<file path="src/rtl/dispense_mech.sv">
// dispense_mech: responder-side sequencer for the cup-drop motor and coffee valve.
// Handles the Place_cup/Cup_rdy and Inject_cof/Cof_rdy four-phase handshakes.
// Times each drop and pour with one shared down-counter and reports cup faults.
module dispense_mech #(
   parameter int unsigned CUP_CYCLES  = 50,
   parameter int unsigned POUR_CYCLES = 200
) (
   input  logic Clock,
   input  logic Reset_n,
   input  logic Place_cup,
   input  logic Inject_cof,
   input  logic Cup_sensor,
   output logic Cup_rdy,
   output logic Cof_rdy,
   output logic Cup_motor,
   output logic Valve_open,
   output logic Busy,
   output logic Fault
);

   localparam int unsigned CNT_W = 16;
   localparam logic [CNT_W-1:0] CUP_LOAD  = CNT_W'(CUP_CYCLES - 1);
   localparam logic [CNT_W-1:0] POUR_LOAD = CNT_W'(POUR_CYCLES - 1);

   typedef enum logic [2:0] {
      S_IDLE,
      S_DROP,
      S_CUP_OK,
      S_HOLD,
      S_POUR,
      S_COF_OK,
      S_REMOVE,
      S_FAULT
   } state_t;

   state_t           state_q, state_d;
   logic [CNT_W-1:0] cnt_q, cnt_d;
   logic [1:0]       sync_q;
   logic             sens_s;
   logic             cnt_zero;

   logic cup_rdy_d, cof_rdy_d, cup_motor_d, valve_open_d, busy_d, fault_d;

   assign sens_s   = sync_q[1];
   assign cnt_zero = (cnt_q == '0);

   // Two-flop synchronizer for the asynchronous cup sensor.
   always_ff @(posedge Clock or negedge Reset_n) begin
      if (!Reset_n) begin
         sync_q <= 2'b00;
      end else begin
         sync_q <= {sync_q[0], Cup_sensor};
      end
   end

   // State and shared phase counter.
   always_ff @(posedge Clock or negedge Reset_n) begin
      if (!Reset_n) begin
         state_q <= S_IDLE;
         cnt_q   <= '0;
      end else begin
         state_q <= state_d;
         cnt_q   <= cnt_d;
      end
   end

   // Next-state, counter update and Moore decode of the next state.
   always_comb begin
      state_d      = state_q;
      cnt_d        = cnt_q;
      cup_rdy_d    = 1'b0;
      cof_rdy_d    = 1'b0;
      cup_motor_d  = 1'b0;
      valve_open_d = 1'b0;
      busy_d       = 1'b0;
      fault_d      = 1'b0;

      unique case (state_q)
         S_IDLE: begin
            // Place_cup has priority; a lone Inject_cof is ignored here.
            if (Place_cup) begin
               state_d = S_DROP;
               cnt_d   = CUP_LOAD;
            end
         end
         S_DROP: begin
            if (cnt_zero) begin
               state_d = sens_s ? S_CUP_OK : S_FAULT;
            end else begin
               cnt_d = cnt_q - CNT_W'(1);
            end
         end
         S_CUP_OK: begin
            // Losing the cup outranks the handshake.
            if (!sens_s) begin
               state_d = S_FAULT;
            end else if (!Place_cup) begin
               state_d = S_HOLD;
            end
         end
         S_HOLD: begin
            if (!sens_s) begin
               state_d = S_IDLE;
            end else if (Inject_cof) begin
               state_d = S_POUR;
               cnt_d   = POUR_LOAD;
            end
         end
         S_POUR: begin
            // Cup pulled mid-pour closes the valve on the next edge.
            if (!sens_s) begin
               state_d = S_FAULT;
            end else if (cnt_zero) begin
               state_d = S_COF_OK;
            end else begin
               cnt_d = cnt_q - CNT_W'(1);
            end
         end
         S_COF_OK: begin
            if (!Inject_cof) begin
               state_d = S_REMOVE;
            end
         end
         S_REMOVE: begin
            // A new Place_cup waits until the served cup is gone.
            if (!sens_s) begin
               state_d = S_IDLE;
            end
         end
         S_FAULT: begin
            if (!Place_cup && !Inject_cof && !sens_s) begin
               state_d = S_IDLE;
            end
         end
         default: begin
            state_d = S_IDLE;
         end
      endcase

      cup_rdy_d    = (state_d == S_CUP_OK);
      cof_rdy_d    = (state_d == S_COF_OK);
      cup_motor_d  = (state_d == S_DROP);
      valve_open_d = (state_d == S_POUR);
      busy_d       = (state_d != S_IDLE);
      fault_d      = (state_d == S_FAULT);
   end

   // Registered outputs, aligned with the state register.
   always_ff @(posedge Clock or negedge Reset_n) begin
      if (!Reset_n) begin
         Cup_rdy    <= 1'b0;
         Cof_rdy    <= 1'b0;
         Cup_motor  <= 1'b0;
         Valve_open <= 1'b0;
         Busy       <= 1'b0;
         Fault      <= 1'b0;
      end else begin
         Cup_rdy    <= cup_rdy_d;
         Cof_rdy    <= cof_rdy_d;
         Cup_motor  <= cup_motor_d;
         Valve_open <= valve_open_d;
         Busy       <= busy_d;
         Fault      <= fault_d;
      end
   end

endmodule

</file>
<file path="config.mk">
export PLATFORM = sky130hd
export DESIGN_NAME = dispense_mech
export DESIGN_NICKNAME = d
export VERILOG_FILES = /design/src/rtl/dispense_mech.sv
export SDC_FILE = /design/constraint.sdc
export NUM_CORES = 1
export LEC_CHECK = 0
export CAP_MARGIN = 20
export CORE_ASPECT_RATIO = 1.5
export CORE_MARGIN = 2
export CORE_UTILIZATION = 32
export DETAILED_ROUTE_END_ITERATION = 8
export GPL_TIMING_DRIVEN = 0
export REMOVE_ABC_BUFFERS = 1
export SKIP_CTS_REPAIR_TIMING = 1
export SLEW_MARGIN = 20
export SYNTH_ARGS = -nofsm -noshare
export SYNTH_HDL_FRONTEND = slang
export SYNTH_SLANG_ARGS = --single-unit
</file>
<file path="constraint.sdc">
create_clock -name Clock -period 2.6 [get_ports Clock]
set_input_delay 0.26 -clock Clock [delete_from_list [all_inputs] [get_ports Clock]]
set_output_delay 0.26 -clock Clock [all_outputs]
set_load 0.005 [all_outputs]
</file>
==> key figures <==
Worst setup path
  • Setup slack, reg-to-reg: 110 ps
  • CP Capture Type: flop
  • Kind of critical path: flop to flop
  • Worst Path Required: 2760 ps
  • Logic depth of the worst register-to-register path: 7
  • Biggest cell delay along the critical path: 440 ps
  • Termination of the worst setup path: Cup_rdy
  • Worst Path Buf+Inv: 1
  • Count of cell instances traversed by the critical path: 7
  • RR Startpoint: cnt_q[1]
  • Critical path startpoint category: flop
  • Chain of cells forming the critical path: inv_1, ha_2, or3b_4, nor4b_4, mux2_1, a311o_2, nor3b_2
  • Slowest CP cell: sky130_fd_sc_hd__a311o_2
  • Arrival @ worst endpoint: 2660 ps
  • Critical path's top delay family: simple AND/OR/NAND/NOR gates
  • Reg2Reg Capture Point: Cup_rdy
  • Worst-path fanout max: 7
  • Critical path startpoint: cnt_q[1]

STA
  • Fin. Hold Viols: 27
  • Time the final worst path needs with I/O delays and setup: 2493 ps
  • Pin slew with the least headroom to its limit: 973.1 ps
  • Setup clock skew after layout: 3.644 ps
  • Count of pins over their slew limit: 0
  • Fmax achieved: 401.2 MHz
  • Worst max-slew margin expressed relative to the limit: 34.21%
  • Final worst hold slack: -22.60 ps
  • RSZ-0062 raised after global routing: true
  • Final setup violation count: 0
  • Fraction of the cycle the final worst path needs: 95.87%

Place
  • HPWL after detailed placement: 2.394 mm
  • Gp weighted congestion: 0.8147
  • Quantity of I/O buffers inserted on ports: 10

Synth
  • Yosys Warn Count: 0
  • Gate count after technology mapping: 167
  • Number of enable flip-flop cells after synthesis: 0
  • Area of the mapped netlist: 0.001574 mm^2
  • Avg Synthesized Cell Area: 9.425 um^2
  • Post-synthesis sequential element count: 27
  • Ys async rst share: 100.0%
  • Ys flop type: sky130_fd_sc_hd__dfrtp_1
  • Proportion of synthesized chip area in sequential cells: 42.93%
  • Post-synthesis cell type count: 48

Final layout
  • Highest-count cells in the layout ignoring fill and taps: sky130_fd_sc_hd__dfrtp_1 (27), sky130_fd_sc_hd__a21oi_1 (15), sky130_fd_sc_hd__clkdlybuf4s50_1 (9)
  • N_diodes: 0
  • Layout cell share with drive strength beyond 1: 11.56%
  • Leading cell type in the layout, fill and taps excluded: sky130_fd_sc_hd__dfrtp_1
  • Area growth from synthesis to layout: 13.51%
  • Net count, final: 180

Route
  • Average routed wire per standard cell: 14.71 um
  • Number of detailed-route iterations in the first pass: 4
  • Vias/cell: 5.686
  • Number of design rule violations left after detail routing: 0
  • Via Count: 1359
  • Total detailed-routing wirelength: 3.516 mm
  • 1st-iter DRT viols: 56
  • Routed Antenna Nets: 0

Outcome
  • Outcome: finished, violations left
  • Violated checks: hold timing

CTS
  • Clock-pin slew reported for the worst setup and hold paths after clock tree synthesis: 100 ps
  • Root buffer cell: sky130_fd_sc_hd__clkbuf_8
  • Insertion delay to the later sink of the worst-skew pair: 280 ps
  • Num CTS Buffers: 3
  • Number of buffers between clock root and the deepest sink: 2
  • CTS tree: yes
  • # H-tree levels: 1
  • Clock Sink Count: 27

GRT
  • Maximum number of pins on one net before global-route repair: 28
  • Vias in the first global route: 1283
  • Total overflow reported by the global router: 0
  • Global routing usage summed across all routing layers: 14.01%
  • First-pass GRT wire length: 6.072 mm
  • Initial antenna violation count: 0

Min path
  • Path category of the worst min-delay check: primary input to asynchronous set/reset pin

Job
  • Max-cap viol count: 0

Die
  • Core Region: 0.004771 mm^2
  • Die Footprint: 0.005507 mm^2
  • Height of the chip: 89.90 um
  • Starting density of the core: 32.99%
  • # IOs: 11
  • Std-Cell Rows: 31
  • Chip Width: 61.27 um

Pwr
  • Post-layout total power: 0.001859 W
  • Worst VDD drop: 0.6033 mV
  • LEAKAGE: 0.6907 nW
  • Pwr dens: 1040 mW/mm^2
## synthesized netlist by cell type (2+ instances only)
cell type                  number  area [um^2]
sky130_fd_sc_hd__or3_1          4        25.02
sky130_fd_sc_hd__nor2b_1        2        12.51
sky130_fd_sc_hd__inv_1          8        30.03
sky130_fd_sc_hd__nor3_1         5        25.02
sky130_fd_sc_hd__and3_1         2        12.51
sky130_fd_sc_hd__a221oi_1       4        35.03
sky130_fd_sc_hd__o21ai_0        6        30.03
sky130_fd_sc_hd__a211oi_1       2        15.01
sky130_fd_sc_hd__o211ai_1       4        30.03
sky130_fd_sc_hd__or4b_1         3        30.03
sky130_fd_sc_hd__a21oi_1       16        80.08
sky130_fd_sc_hd__nor4b_1        2        17.52
sky130_fd_sc_hd__clkbuf_1       3        11.26
sky130_fd_sc_hd__buf_2          5        25.02
sky130_fd_sc_hd__a31oi_1        4        25.02
sky130_fd_sc_hd__nor2_1         8        30.03
sky130_fd_sc_hd__xor2_1         2        17.52
sky130_fd_sc_hd__o41ai_1        3        26.28
sky130_fd_sc_hd__o31ai_1        5        37.54
sky130_fd_sc_hd__dfrtp_1       27        675.7
sky130_fd_sc_hd__or4_1          5        37.54
sky130_fd_sc_hd__nand2b_1       5        31.28
sky130_fd_sc_hd__nand3_1        7        35.03
sky130_fd_sc_hd__nor4_1         4        25.02
sky130_fd_sc_hd__nand2_1        7        26.28
sky130_fd_sc_hd__or4_4          2        22.52
## area by class of cell
cell class / instances / area (um^2)
clock buffer: 3 / 41.29
clock inverter: 1 / 5.005
fill: 499 / 2984
inverter: 9 / 33.78
multi-input combinational: 122 / 845.8
sequential: 27 / 675.6
tap: 66 / 82.58
timing repair buffer: 11 / 102.6
## how the worst min path moves through the flow
| stage | cells past startpoint | startpoint | endpoint | slack (ps) |
|---|---|---|---|---|
| after floorplan | 0 | Reset_n | Busy | -40 |
| after global placement | 0 | sync_q[0] | sync_q[1] | 340 |
| after detailed placement | 1 | Reset_n | cnt_q[14] | 320 |
| after CTS | 1 | Reset_n | cnt_q[15] | 20 |
| after global routing | 1 | Reset_n | cnt_q[14] | 50 |
| final | 1 | Reset_n | cnt_q[12] | -20 |
## stage by stage
step | std cells | TNS, ps | setup WS [ps] | util, % | area (um^2)
final | 239 | 0 | 107.4 | 37.45 | 1787
after global routing | 239 | -7.279 | -7.279 | 37.45 | 1787
after CTS | 238 | -130.7 | -59.85 | 36.85 | 1758
after detailed placement | 234 | -178.9 | -50.58 | 35.88 | 1712
after global placement | 234 | -123.3 | -46.13 | 35.98 | 1717
after floorplan | 158 | 0 | 179.3 | - | 1534
## power by group
group	total (W)	switching, W	internal (W)
Clock	0.000248	0.000141	0.000108
Combinational	0.000893	0.000508	0.000385
Sequential	0.000718	0.000185	0.000532
Total	0.00186	0.000834	0.00103
## cell families after synthesis
| logic type | after synthesis | share of synthesized area, % |
|---|---|---|
| and+or+nand+nor | 63 | 25.68 |
| DFF | 27 | 42.93 |
| AOI/OAI and AO/OA | 54 | 23.45 |
| muxes | 2 | 1.351 |
| xor gates and xnor gates | 2 | 1.113 |
| adders and majority gates | 1 | 0.7948 |
| buffers and inverters | 18 | 4.689 |
## state kept, by name (all words and copies together) (netlist names)
register and cells:
cnt_q 16, Cof_rdy 1, sync_q 2, Busy 1
state_q 3, Fault 1, Cup_rdy 1, Cup_motor 1
Valve_open 1
## worst reg2reg max path, stage by stage, from the launching register on
cell,delay (ps)
sky130_fd_sc_hd__dfrtp_1,390
sky130_fd_sc_hd__inv_1,100
sky130_fd_sc_hd__ha_2,190
sky130_fd_sc_hd__or3b_4,420
sky130_fd_sc_hd__nor4b_4,300
sky130_fd_sc_hd__mux2_1,360
sky130_fd_sc_hd__a311o_2,440
sky130_fd_sc_hd__nor3b_2,170
## metal layers
metal	routed length, um	global-route usage (%)	part of all wire, %
met3	110	1.727	3.1
met4	90	5.616	2.6
met1	1516	18.47	43
met5	0	0	0
met2	1798	22.52	51
Power figures use the tool's default switching activity.
